### src/rtl/turn_scheduler_pkg.sv
//----------------------------------------------------------------------------
// Module  : turn_scheduler_pkg
// Brief   : Shared state encoding and text/key codes for the battle turn path.
// Revision: 1.0 - initial release
//----------------------------------------------------------------------------
`default_nettype none

package turn_scheduler_pkg;

  typedef enum logic [2:0] {
    ST_IDLE  = 3'd0,
    ST_ORDER = 3'd1,
    ST_CALC  = 3'd2,
    ST_APPLY = 3'd3,
    ST_TEXT  = 3'd4,
    ST_FIN   = 3'd5
  } ts_state_e;

  localparam logic [1:0] TXT_NONE   = 2'd0;
  localparam logic [1:0] TXT_PLAYER = 2'd1;
  localparam logic [1:0] TXT_ENEMY  = 2'd2;
  localparam logic [1:0] TXT_MISS   = 2'd3;

  // USB HID usage code for the Enter key
  localparam logic [7:0] KEY_ENTER  = 8'h28;

endpackage

`default_nettype wire

### src/rtl/turn_scheduler_if.sv
//----------------------------------------------------------------------------
// Module  : turn_scheduler_if
// Brief   : Bundle between the battle FSM / datapath and the turn scheduler.
// Revision: 1.0 - initial release
//----------------------------------------------------------------------------
`default_nettype none

interface turn_scheduler_if #(
  parameter int HP_W = 8
);
  logic            start;
  logic [HP_W-1:0] player_speed;
  logic [HP_W-1:0] enemy_speed;
  logic [HP_W-1:0] player_acc;
  logic [HP_W-1:0] enemy_acc;
  logic [HP_W-1:0] rnd;
  logic [HP_W-1:0] damage;
  logic [HP_W-1:0] player_hp;
  logic [HP_W-1:0] enemy_hp;
  logic            key_enter;
  logic            is_player;
  logic            hp_we;
  logic            hp_target;
  logic [HP_W-1:0] hp_wdata;
  logic [1:0]      text_sel;
  logic            busy;
  logic            done;
  logic [1:0]      fainted;

  modport master (
    output start, player_speed, enemy_speed, player_acc, enemy_acc, rnd,
           damage, player_hp, enemy_hp, key_enter,
    input  is_player, hp_we, hp_target, hp_wdata, text_sel, busy, done, fainted
  );

  modport slave (
    input  start, player_speed, enemy_speed, player_acc, enemy_acc, rnd,
           damage, player_hp, enemy_hp, key_enter,
    output is_player, hp_we, hp_target, hp_wdata, text_sel, busy, done, fainted
  );
endinterface

`default_nettype wire

### src/rtl/turn_scheduler_key_edge.sv
//----------------------------------------------------------------------------
// Module  : key_edge
// Brief   : Registers a key level and flags its rising edge.
// Revision: 1.0 - initial release
//----------------------------------------------------------------------------
`default_nettype none

module key_edge (
  input  logic clk_i,
  input  logic rst_i,
  input  logic key_i,
  output logic rise_o
);
  logic key_q;

  always_ff @(posedge clk_i) begin
    if (rst_i) key_q <= 1'b0;
    else       key_q <= key_i;
  end

  assign rise_o = key_i & ~key_q;
endmodule

`default_nettype wire

### src/rtl/turn_scheduler.sv
//----------------------------------------------------------------------------
// Module  : turn_scheduler
// Brief   : Orders both attacks of a turn, applies damage and waits for ENTER.
// Revision: 1.0 - initial release
//----------------------------------------------------------------------------
`default_nettype none

module turn_scheduler
  import turn_scheduler_pkg::*;
#(
  parameter int HP_W     = 8,
  parameter int CALC_LAT = 1,
  parameter int PCT      = 100
) (
  input  logic            Clk,
  input  logic            Reset,
  turn_scheduler_if.slave bus_io
);
  localparam int            CW     = (CALC_LAT > 1) ? $clog2(CALC_LAT) : 1;
  localparam logic [CW-1:0] C_LAST = CW'(CALC_LAT - 1);

  ts_state_e     state_q, state_d;
  logic          attacker_q, attacker_d;   // 1 = player attacks
  logic          slot_q, slot_d;
  logic          hit_q, hit_d;
  logic          ko_q, ko_d;
  logic          is_player_q, is_player_d;
  logic [CW-1:0] cnt_q, cnt_d;

  logic            w_rise;
  logic [HP_W-1:0] w_def_hp;
  logic [HP_W-1:0] w_new_hp;
  logic [HP_W-1:0] w_acc;
  logic [31:0]     w_roll;
  logic            w_hit_new;
  logic            w_hp_we;
  logic            w_hp_target;
  logic [HP_W-1:0] w_hp_wdata;
  logic [1:0]      w_text_sel;
  logic            w_done;
  logic [1:0]      w_fainted;

  key_edge u_key_edge (
    .clk_i  (Clk),
    .rst_i  (Reset),
    .key_i  (bus_io.key_enter),
    .rise_o (w_rise)
  );

  assign w_def_hp = attacker_q ? bus_io.enemy_hp : bus_io.player_hp;
  assign w_new_hp = (bus_io.damage >= w_def_hp) ? '0 : w_def_hp - bus_io.damage;
  assign w_roll   = 32'(bus_io.rnd) % 32'(PCT) + 32'd1;

  always_comb begin
    state_d     = state_q;
    attacker_d  = attacker_q;
    slot_d      = slot_q;
    hit_d       = hit_q;
    ko_d        = ko_q;
    is_player_d = is_player_q;
    cnt_d       = cnt_q;
    w_hp_we     = 1'b0;
    w_hp_target = 1'b0;
    w_hp_wdata  = '0;
    w_text_sel  = TXT_NONE;
    w_done      = 1'b0;
    w_fainted   = 2'b00;

    case (state_q)
      ST_IDLE: if (bus_io.start) state_d = ST_ORDER;
      ST_ORDER: begin
        slot_d = 1'b0;
        if (bus_io.player_speed > bus_io.enemy_speed)      attacker_d = 1'b1;
        else if (bus_io.player_speed < bus_io.enemy_speed) attacker_d = 1'b0;
        else                                               attacker_d = bus_io.rnd[0];
        state_d = ST_CALC;
      end
      ST_CALC: begin
        if (cnt_q == C_LAST) state_d = ST_APPLY;
        else                 cnt_d   = cnt_q + 1'b1;
      end
      ST_APPLY: begin
        // the defender index equals the attacker flag: player hits enemy (1)
        if (hit_q) begin
          w_hp_we     = 1'b1;
          w_hp_target = attacker_q;
          w_hp_wdata  = w_new_hp;
        end
        ko_d    = hit_q && (w_new_hp == '0);
        state_d = ST_TEXT;
      end
      ST_TEXT: begin
        w_text_sel = !hit_q ? TXT_MISS : (attacker_q ? TXT_PLAYER : TXT_ENEMY);
        if (w_rise) begin
          if (slot_q || ko_q) begin
            state_d = ST_FIN;
          end else begin
            slot_d     = 1'b1;
            attacker_d = ~attacker_q;
            state_d    = ST_CALC;
          end
        end
      end
      ST_FIN: begin
        w_done    = 1'b1;
        w_fainted = {bus_io.enemy_hp == '0, bus_io.player_hp == '0};
        state_d   = ST_IDLE;
      end
      default: state_d = ST_IDLE;
    endcase

    // accuracy roll uses the rnd value present on the edge that enters CALC
    w_acc     = attacker_d ? bus_io.player_acc : bus_io.enemy_acc;
    w_hit_new = (w_roll <= 32'(w_acc)) || (32'(w_acc) >= 32'(PCT));
    if (state_d == ST_CALC && state_q != ST_CALC) begin
      hit_d       = w_hit_new;
      is_player_d = attacker_d;
      cnt_d       = '0;
    end
  end

  always_ff @(posedge Clk) begin
    if (Reset) begin
      state_q     <= ST_IDLE;
      attacker_q  <= 1'b0;
      slot_q      <= 1'b0;
      hit_q       <= 1'b0;
      ko_q        <= 1'b0;
      is_player_q <= 1'b0;
      cnt_q       <= '0;
    end else begin
      state_q     <= state_d;
      attacker_q  <= attacker_d;
      slot_q      <= slot_d;
      hit_q       <= hit_d;
      ko_q        <= ko_d;
      is_player_q <= is_player_d;
      cnt_q       <= cnt_d;
    end
  end

  assign bus_io.is_player = is_player_q;
  assign bus_io.hp_we     = w_hp_we;
  assign bus_io.hp_target = w_hp_target;
  assign bus_io.hp_wdata  = w_hp_wdata;
  assign bus_io.text_sel  = w_text_sel;
  assign bus_io.busy      = (state_q != ST_IDLE);
  assign bus_io.done      = w_done;
  assign bus_io.fainted   = w_fainted;
endmodule

`default_nettype wire

### src/flat_wrapper.sv
// flat-port wrapper written by rule: the top's interface ports become plain ports
module turn_scheduler_flat import turn_scheduler_pkg::*;
#(
  parameter int HP_W     = 8,
  parameter int CALC_LAT = 1,
  parameter int PCT      = 100
)
  (Clk, Reset, bus_io_start, bus_io_player_speed, bus_io_enemy_speed, bus_io_player_acc, bus_io_enemy_acc, bus_io_rnd, bus_io_damage, bus_io_player_hp, bus_io_enemy_hp, bus_io_key_enter, bus_io_is_player, bus_io_hp_we, bus_io_hp_target, bus_io_hp_wdata, bus_io_text_sel, bus_io_busy, bus_io_done, bus_io_fainted);
  turn_scheduler_if #(.HP_W(HP_W)) bus_io_i ();
  input  logic Clk;
  input  logic Reset;
  input wire logic [$bits(bus_io_i.start)-1:0] bus_io_start;
  input wire logic [$bits(bus_io_i.player_speed)-1:0] bus_io_player_speed;
  input wire logic [$bits(bus_io_i.enemy_speed)-1:0] bus_io_enemy_speed;
  input wire logic [$bits(bus_io_i.player_acc)-1:0] bus_io_player_acc;
  input wire logic [$bits(bus_io_i.enemy_acc)-1:0] bus_io_enemy_acc;
  input wire logic [$bits(bus_io_i.rnd)-1:0] bus_io_rnd;
  input wire logic [$bits(bus_io_i.damage)-1:0] bus_io_damage;
  input wire logic [$bits(bus_io_i.player_hp)-1:0] bus_io_player_hp;
  input wire logic [$bits(bus_io_i.enemy_hp)-1:0] bus_io_enemy_hp;
  input wire logic [$bits(bus_io_i.key_enter)-1:0] bus_io_key_enter;
  output wire logic [$bits(bus_io_i.is_player)-1:0] bus_io_is_player;
  output wire logic [$bits(bus_io_i.hp_we)-1:0] bus_io_hp_we;
  output wire logic [$bits(bus_io_i.hp_target)-1:0] bus_io_hp_target;
  output wire logic [$bits(bus_io_i.hp_wdata)-1:0] bus_io_hp_wdata;
  output wire logic [$bits(bus_io_i.text_sel)-1:0] bus_io_text_sel;
  output wire logic [$bits(bus_io_i.busy)-1:0] bus_io_busy;
  output wire logic [$bits(bus_io_i.done)-1:0] bus_io_done;
  output wire logic [$bits(bus_io_i.fainted)-1:0] bus_io_fainted;
  assign bus_io_i.start = bus_io_start;
  assign bus_io_i.player_speed = bus_io_player_speed;
  assign bus_io_i.enemy_speed = bus_io_enemy_speed;
  assign bus_io_i.player_acc = bus_io_player_acc;
  assign bus_io_i.enemy_acc = bus_io_enemy_acc;
  assign bus_io_i.rnd = bus_io_rnd;
  assign bus_io_i.damage = bus_io_damage;
  assign bus_io_i.player_hp = bus_io_player_hp;
  assign bus_io_i.enemy_hp = bus_io_enemy_hp;
  assign bus_io_i.key_enter = bus_io_key_enter;
  assign bus_io_is_player = bus_io_i.is_player;
  assign bus_io_hp_we = bus_io_i.hp_we;
  assign bus_io_hp_target = bus_io_i.hp_target;
  assign bus_io_hp_wdata = bus_io_i.hp_wdata;
  assign bus_io_text_sel = bus_io_i.text_sel;
  assign bus_io_busy = bus_io_i.busy;
  assign bus_io_done = bus_io_i.done;
  assign bus_io_fainted = bus_io_i.fainted;
  turn_scheduler #(.HP_W(HP_W), .CALC_LAT(CALC_LAT), .PCT(PCT)) u_core (.Clk(Clk), .Reset(Reset), .bus_io(bus_io_i));
endmodule
### config.mk
export PLATFORM = sky130hd
export DESIGN_NAME = turn_scheduler_flat
export DESIGN_NICKNAME = d
export VERILOG_FILES = /design/src/rtl/turn_scheduler_pkg.sv /design/src/rtl/turn_scheduler_if.sv /design/src/rtl/turn_scheduler_key_edge.sv /design/src/rtl/turn_scheduler.sv /design/src/flat_wrapper.sv
export SDC_FILE = /design/constraint.sdc
export NUM_CORES = 1
export LEC_CHECK = 0
export BUFFER_PORTS_ARGS = -buffer_cell sky130_fd_sc_hd__buf_2
export CELL_PAD_IN_SITES_DETAIL_PLACEMENT = 1
export CELL_PAD_IN_SITES_GLOBAL_PLACEMENT = 1
export CORE_MARGIN = 2
export CORE_UTILIZATION = 35
export CTS_BUF_LIST = sky130_fd_sc_hd__clkbuf_16
export CTS_CLUSTER_SIZE = 16
export DETAILED_ROUTE_END_ITERATION = 8
export PLACE_DENSITY_LB_ADDON = 0.2
export SYNTH_ARGS = -nofsm -noshare
export SYNTH_HDL_FRONTEND = slang
export SYNTH_SLANG_ARGS = --single-unit
### constraint.sdc
create_clock -name Clk -period 11.7 [get_ports Clk]
set_input_delay 2.34 -clock Clk [delete_from_list [all_inputs] [get_ports Clk]]
set_output_delay 2.34 -clock Clk [all_outputs]
set_load 0.05 [all_outputs]
==> impl_results.md, run 1 <==
* # rows at 27
* Slew Viols, Final at 0
* H-tree depth at 1
* Multi-input logic area at between 0.0015 and 0.002 mm²
* Sw Share at 0.3774
* Total CTS buffers at 3
* Diode count at 0
* Hold endpoint: u_core.bus_io.is_player
* Critical path fanouts, max at 3
* Internal Power at approximately 0.00012 W
* Setup crit start kind: primary input
* Critical R2R Capture: u_core.hit_q
* Die Y at just under 80 µm
* First-pass GRT wire length at 9528 µm
* Worst path most repeated cell: buf_2
* Nets@finish at 428
* Die area at roughly 0.0061 mm²
* I/O Buffers at 84
* Tcrit/Tclk final at 0.5908
* Clk pwr share at 0.300
* Post-synthesis cell type count at approximately 60
* Clk buf depth at 2
* Gr ovfl total at 0
* Compound-Gate Fraction of Synth Area at 0.2435
* CTS tree: yes
* Place WS at about 4.8 ns
* Crit path largest cell delay at ~0.40 ns
* WHS Path Cells at 2
* Hold Path Origin: u_core.bus_io.is_player
* Pin count of the biggest net entering global routing at 14
* Remaining DRCs at 0
* Seq/Total Area, Yosys at 0.09326
* Initial antenna violation count at 0
* Final setup fails at 0
* CTS Sinks at 9
* R2r setup slk at ~8.4 ns
* Worst R2R Path Depth at 12
* Rel. slew slack at 0.6178
* Unrepaired setup endpoints after global routing: false
* Post-Synth Simple-Gate Area at 0.2468
* Adder-cell share of the synthesized area at 0.1904
* Total negative setup slack at 0 ns
* Die extent in x at approximately 78 µm
* Ratio of cells with drive above 1 in the final layout at 0.3263
* Avg Inst Size Synth at between 7 and 8 µm²
* Setup bufs post-CTS at 0
* Area grow syn2layout at 27.53%
* Number of antenna-violating nets in the routed design at 0
* Primary FF master, synth: dfxtp_1
* Synthesized area at between 0.0015 and 0.002 mm²
* TritonRoute pass-1 iters at 4
* Pwr dens at between 80 and 90 mW/mm²
* Post-synthesis net count at 349
* Total of max-cap violations at 0
* DR iter-0 viols at 34
* Mux cell area share after synthesis at 0.09521
* Drt via density at 5.231
* Worst slew pin tran at roughly 0.57 ns
* Hold_buf cts at 0
* Synth warn at 0
* Part of the power in registers at 0.186
* Gr usage total at 0.1853
* Worst r2r src: u_core.state_q[0]
* CTS resizes at 0
* Fmax at between 0.1 and 0.15 GHz
* Sw power at 0.00007574 W
* Largest family of logic cells by synthesized area: simple AND/OR/NAND/NOR gates
* Hold crit path type: reg2reg
* Wire per inst at about 14 µm
* CP Capture Type: primary output
* Crit path DAT at 4.57 ns
* Final setup margin at around 4.8 ns
* Max Clock Skew at 0.0007232 ns
* Post-Synth XOR/XNOR Area at 0.05440
* RD Place Congestion at 0.8714
* Vias in the first global route at around 2,100
* Critical Path, Cell by Cell: buf_2, mux2i_1, ha_1, inv_1, fa_1, a21o_1, a21oi_1, o21ai_1, o21ai_0, xnor2_1, nor2b_1, buf_2
* Crit path buffers/inverters at 3
* Clock Pin Slew Worst Setup and Hold Paths at approximately 0.040 ns
* Crit. Startpoint: bus_io_enemy_hp[0]
* Status: completed
* Worst skew pair latency at around 0.24 ns
* Crit-path leading delay family: compound AO/OA/AOI/OAI gates
* Share of async-settable or async-resettable flops after synthesis at 0
* Final min period at slightly below 7 ns
* Lkg Pwr at between 1 and 1.5 nW
* IO Count at 85
* Root Buffer: clkbuf_16
* Hold Vio Cnt, Final at 0
* Setup Crit Path Kind: in2out
* # fillers at ~740
* Number of flops mapped to enable cells by yosys at 0
* FF+latch area at between 150 and 200 µm²
* Detailed Place HPWL at approximately 4900 µm
* Crit-path slowest cell: fa_1
* Mapped Cells at about 250
* Vias post-DR at between 2,000 and 2,500
* Flip-flop and latch count after synthesis at 9
* Worst VDD drop at 76.94 µV
* Core Region at approximately 0.0054 mm²
* Hold WS at 0.5515 ns
* Starting Density at 0.3574
* Worst Path Required at 9.36 ns
* DRT Wirelength at ~5600 µm
* Comb power frac at 0.514
worst reg2reg max path, cell delays in order (launching register included):
cell and delay [ns]:
dfxtp_1 0.52, nor3b_1 0.42, nand2_1 0.09, a21oi_1 0.32
nor2_4 0.13, mux2i_1 0.15, ha_1 0.31, a211oi_1 0.22
o21ai_0 0.11, a31o_2 0.22, a31oi_1 0.23, nor3_1 0.10
a2111oi_2 0.34
final cells by class:
| type | instances | share of cell area |
|---|---|---|
| Timing Repair Buffer | 84 | 0.1706 |
| Sequential cell | 9 | 0.07313 |
| Tap cell | 72 | 0.03657 |
| Clock buffer | 3 | 0.03047 |
| Inverter | 24 | 0.03657 |
| Multi-Input combinational cell | 210 | 0.6511 |
| Clock inverter | 1 | 0.001524 |
flip-flops by register name, summed over array words and instances, names as in the netlist:
name / count
u_core.attacker_q: 1
u_core.slot_q: 1
u_core.ko_q: 1
u_core.hit_q: 1
u_core.state_q: 3
u_core.u_key_edge.key_q: 1
u_core.bus_io.is_player: 1
routing by layer:
layer	share of wire	vias up	track usage
met5	0	-	0
met4	0.0068	0	0.03158
met3	0.027	4	0.01034
met2	0.49	38	0.3353
met1	0.47	992	0.2453
li1	-	1074	-
logic make-up after synthesis:
kind of cell | count (synthesis)
DFF | 9
adders and majority gates | 29
muxes | 17
xor gates and xnor gates | 12
and+or+nand+nor | 86
AOI/OAI and AO/OA | 66
buffers and inverters | 34
power groups by stage:
stage / Sequential, W / Clock [W] / Combinational, W
6_report: 0.0000373 / 0.0000602 / 0.000103
5_1_grt: 0.0000379 / 0.0000626 / 0.000116
4_1_cts: 0.0000373 / 0.0000611 / 0.000104
3_5_place_dp: 0.0000377 / 0 / 0.000103
3_3_place_gp: 0.0000376 / 0 / 0.000102
2_1_floorplan: 0.0000359 / 0 / 0.0000757
cells in the mapped netlist (all sizes together), types with 7 or more instances:
| library cell | number | share of area |
|---|---|---|
| a21oi | 19 | 0.051 |
| buf | 7 | 0.024 |
| dfxtp | 9 | 0.093 |
| ha | 27 | 0.17 |
| inv | 24 | 0.047 |
| mux2 | 8 | 0.049 |
| mux2i | 9 | 0.047 |
| nand2 | 16 | 0.032 |
| nand3 | 7 | 0.018 |
| nor2 | 20 | 0.043 |
| o21ai | 14 | 0.038 |
| xnor2 | 9 | 0.041 |
worst max-delay path by stage:
stage / to / cells after the start
3_5_place_dp: bus_io_hp_wdata[3] / 11
6_report: bus_io_hp_wdata[6] / 12
2_1_floorplan: bus_io_hp_wdata[6] / 10
5_1_grt: bus_io_hp_wdata[6] / 12
4_1_cts: bus_io_hp_wdata[3] / 11
3_3_place_gp: bus_io_hp_wdata[6] / 12
through the flow:
stage	util	total power [W]	cells	instance area (µm²)
floorplan	-	0.0001115	253	1932
global placement	0.4412	0.0001397	399	2385
detailed placement	0.4412	0.0001412	399	2385
CTS	0.4558	0.0002026	403	2464
global route	0.4558	0.0002164	403	2464
finish	0.4558	0.0002007	403	2464
cell usage in the layout, fill, tap and decap left out, drive strengths merged, types with 5 or more instances in the layout:
cell type,instances
inv,25
dfxtp,9
o21ai,14
nor2b,6
xnor2,9
nor4,5
mux2,8
a21oi,19
mux2i,9
nand2,16
ha,27
nor3,6
nand3,7
a21o,5
nor2,20
buf,84
nand2b,6
Power figures use the tool's default switching activity.
==> run 2: changes to the inputs <==
Settings changed: ABC_AREA set to 1, CORE_UTILIZATION 35 to 32.
Clock period 11.7 ns to 6.6 ns, I/O delays scaled along.
==> run 2 against run 1 <==
Effect of this change:
- cell count is 26% higher
- final area up 4.9%
- flip-flop and latch count stayed put
- critical endpoint is now bus_io_hp_wdata[7]
==> impl_results.md, run 2 <==
* Critical path fanouts, max at 10 (was 3)
* Starting Density at 0.3356 (was 0.3574)
* CTS tree: yes (unchanged)
* Die extent in x at 83.27 µm (was 78.30 µm)
* Flip-flop and latch count after synthesis at 9 (unchanged)
* Hold_buf cts at 0 (unchanged)
* Sw power at 0.0001713 W (was 0.00007574 W)
* Worst skew pair latency at 0.23 ns (was 0.24 ns)
* Sw Share at 0.4348 (was 0.3774)
* Most frequent cells after synthesis: nand2_1 (103), inv_1 (58), nor2_1 (35) (was ha_1 (27), inv_1 (24), nor2_1 (19))
* Pin count of the biggest net entering global routing at 13 (was 14)
* Most frequent cells in the layout: nand2_1 (103), buf_2 (84), inv_1 (59) (was buf_2 (84), ha_1 (27), inv_1 (25))
* Total CTS buffers at 3 (unchanged)
* Worst r2r src: u_core.attacker_q (was u_core.state_q[0])
* Setup bufs post-CTS at 0 (unchanged)
* Unrepaired setup endpoints after global routing: false (unchanged)
* Die area at 0.006933 mm² (was 0.006130 mm²)
* Detailed Place HPWL at 5263 µm (was 4888 µm)
* Max Clock Skew at 0.0007392 ns (was 0.0007232 ns)
* Vias in the first global route at 2,569 (was 2,144)
* RD Place Congestion at 0.8356 (was 0.8714)
* Root Buffer: clkbuf_16 (unchanged)
* Setup crit start kind: primary input (unchanged)
* Clk pwr share at 0.268 (was 0.300)
* Diode count at 0 (unchanged)
* Rel. slew slack at 0.6475 (was 0.6178)
* IO Count at 85 (unchanged)
* Clk buf depth at 2 (unchanged)
* Part of the power in registers at 0.168 (was 0.186)
* Vias post-DR at 2,391 (was 2,108)
* Avg Inst Size Synth at 5.811 µm² (was 7.636 µm²)
* Core Region at 0.005991 mm² (was 0.005405 mm²)
* Worst slew pin tran at 0.5280 ns (was 0.5726 ns)
* Mapped Cells at 346 (was 253)
* Pwr dens at 152.4 mW/mm² (was 81.46 mW/mm²)
* Total negative setup slack at 0 ns (unchanged)
* Nets@finish at 528 (was 428)
* R2r setup slk at 3.80 ns (was 8.42 ns)
* Top post-synthesis cells by area: nand2_1 (19%), ha_1 (17%), inv_1 (11%), dfxtp_1 (9.0%), nor2_1 (6.5%) (was ha_1 (17%), dfxtp_1 (9.3%), a21oi_1 (4.7%), mux2i_1 (4.7%), inv_1 (4.7%))
* Clock Pin Slew Worst Setup and Hold Paths at 0.04 ns (about the same)
* Tcrit/Tclk final at 0.6796
* Gr ovfl total at 0 (unchanged)
* Total of max-cap violations at 0 (unchanged)
* Pwr Total at 0.0003939 W (was 0.0002007 W)
* Commonest non-fill, non-tap cell in the layout: nand2_1 (was buf_2)
* Die Y at 83.27 µm (was 78.30 µm)
* Setup Crit Path Kind: in2out (unchanged)
* H-tree depth at 1 (unchanged)
* DRT Wirelength at 5892 µm (was 5613 µm)
* Post-synthesis cell type count at 37 (was 61)
* Number of antenna-violating nets in the routed design at 0 (unchanged)
* First-pass GRT wire length at 10,520 µm (was 9528 µm)
* # rows at 28 (was 27)
* I/O Buffers at 84 (unchanged)
* DR iter-0 viols at 44 (was 34)
* Yosys top cell by area: nand2_1 (was ha_1)
* Final min period at 4.485 ns
* Fmax at 0.2230 GHz
* Worst VDD drop at 108.0 µV (was 76.94 µV)
* Max reg flops at 3 (unchanged)
* Status: completed (unchanged)
* Final setup fails at 0 (unchanged)
* # fillers at 869 (was 735)
* Synth warn at 0 (unchanged)
* Wire per inst at 11.64 µm (was 13.93 µm)
* Comb power frac at 0.563 (was 0.514)
* Synth top area share at 0.1923 (was 0.1749)
* Count leader, synth: nand2_1 (was ha_1)
* Slew Viols, Final at 0 (unchanged)
* Hold crit path type: reg2reg (unchanged)
* Primary FF master, synth: dfxtp_1 (unchanged)
* Worst Path Required at 5.28 ns (was 9.36 ns)
* Internal Power at 0.0002226 W (was 0.0001249 W)
* CTS resizes at 0 (unchanged)
* Crit. Startpoint: bus_io_enemy_hp[0] (unchanged)
* Post-synthesis net count at 442 (was 349)
* Initial antenna violation count at 0 (unchanged)
* Synthesized area at 0.002011 mm² (was 0.001932 mm²)
* Drt via density at 4.725 (was 5.231)
* TritonRoute pass-1 iters at 4 (unchanged)
* Hold Vio Cnt, Final at 0 (unchanged)
* Hold Path Origin: u_core.ko_q (was u_core.bus_io.is_player)
* Ratio of cells with drive above 1 in the final layout at 0.2645 (was 0.3263)
* CP Capture Type: primary output (unchanged)
* Remaining DRCs at 0 (unchanged)
* Biggest register: u_core.state_q (unchanged)
* CTS Sinks at 9 (unchanged)
* Seq/Total Area, Yosys at 0.08961 (was 0.09326)
* Gr usage total at 0.1763 (was 0.1853)
* Area grow syn2layout at 28.56% (was 27.53%)
* Number of flops mapped to enable cells by yosys at 0 (unchanged)
* Lkg Pwr at 1.563 nW (was 1.253 nW)
* Share of async-settable or async-resettable flops after synthesis at 0 (unchanged)
* Crit path DAT at 3.17 ns (was 4.57 ns)
run 2: cell types whose count changed after synthesis, sizes merged, moves of 5 or more:
cell / change
mux2i: -7
nand2b: -5
mux2: -8
a21oi: +5
nor2b: -6
inv: +38
nand2: +97
nand3: +11
nor2: +20
xnor2: -8
o21ai: -7
buf: -6
run 2: area by class of cell:
type                            count  area, µm²  area share
Clock inverter                      1      3.754    0.001452
Inverter                           64      240.2     0.09293
Sequential cell                     9      180.2     0.06970
Clock buffer                        3      75.07     0.02904
Timing Repair Buffer               84      420.4      0.1626
Multi-Input combinational cell    270       1572      0.6079
Tap cell                           75      93.84     0.03630
run 2: cell families after synthesis:
family                   Yosys count  share of synthesized area
buffers and inverters             67                     0.1288
flip-flops                         9                    0.08961
XOR/XNOR                           6                    0.02614
adder cells (fa/ha/maj)           28                     0.1780
multiplexers                       2                   0.009957
AND/OR/NAND/NOR                  195                     0.4536
AO/OA/AOI/OAI                     39                     0.1139
run 2: path summary, 6_finish.rpt:
| check | endpoint | cells after the start |
|---|---|---|
| worst max-delay path | bus_io_hp_wdata[7] | 14 |
| worst min-delay path | u_core.ko_q | 2 |
| worst max register to register | u_core.ko_q | 15 |
| worst min register to register | u_core.ko_q | 2 |
run 2: metrics by stage:
stage	util	area, µm²	cells	hold slack, ns	setup slack, ns
final	0.4315	2585	506	0.4694	2.115
after global routing	0.4315	2585	506	0.5216	1.863
after CTS	0.4315	2585	506	0.4700	2.101
after detailed placement	0.4183	2506	502	0.4599	2.116
after global placement	0.4183	2506	502	0.4552	2.203
after floorplan	-	2011	346	0.4436	1.982
run 2: power groups by stage:
stage | logic [W] | registers [W] | clock network [W]
after floorplan | 0.000160 | 0.0000676 | 0
after global placement | 0.000217 | 0.0000672 | 0
after detailed placement | 0.000225 | 0.0000674 | 0
after CTS | 0.000226 | 0.0000664 | 0.000107
after global routing | 0.000259 | 0.0000672 | 0.000111
final | 0.000222 | 0.0000663 | 0.000106
run 2: critical path, stage by stage:
cell and delay (ns):
buf_2 0.10, mux2i_1 0.19, ha_1 0.18, inv_1 0.07, fa_1 0.42, nand2_1 0.09
nand2_1 0.08, nand2_1 0.07, nand2_1 0.06, nand2_2 0.15, nor2_1 0.07, nand2_1 0.09
nor2_1 0.05, buf_2 0.22
run 2: metal layers:
layer  GRT usage  wire [µm]  up-vias
met5           0          0        -
met4     0.03577         53        0
met3     0.01590        246        4
met2      0.3416       2901       59
met1      0.2080       2690     1059
li1            -          -     1269
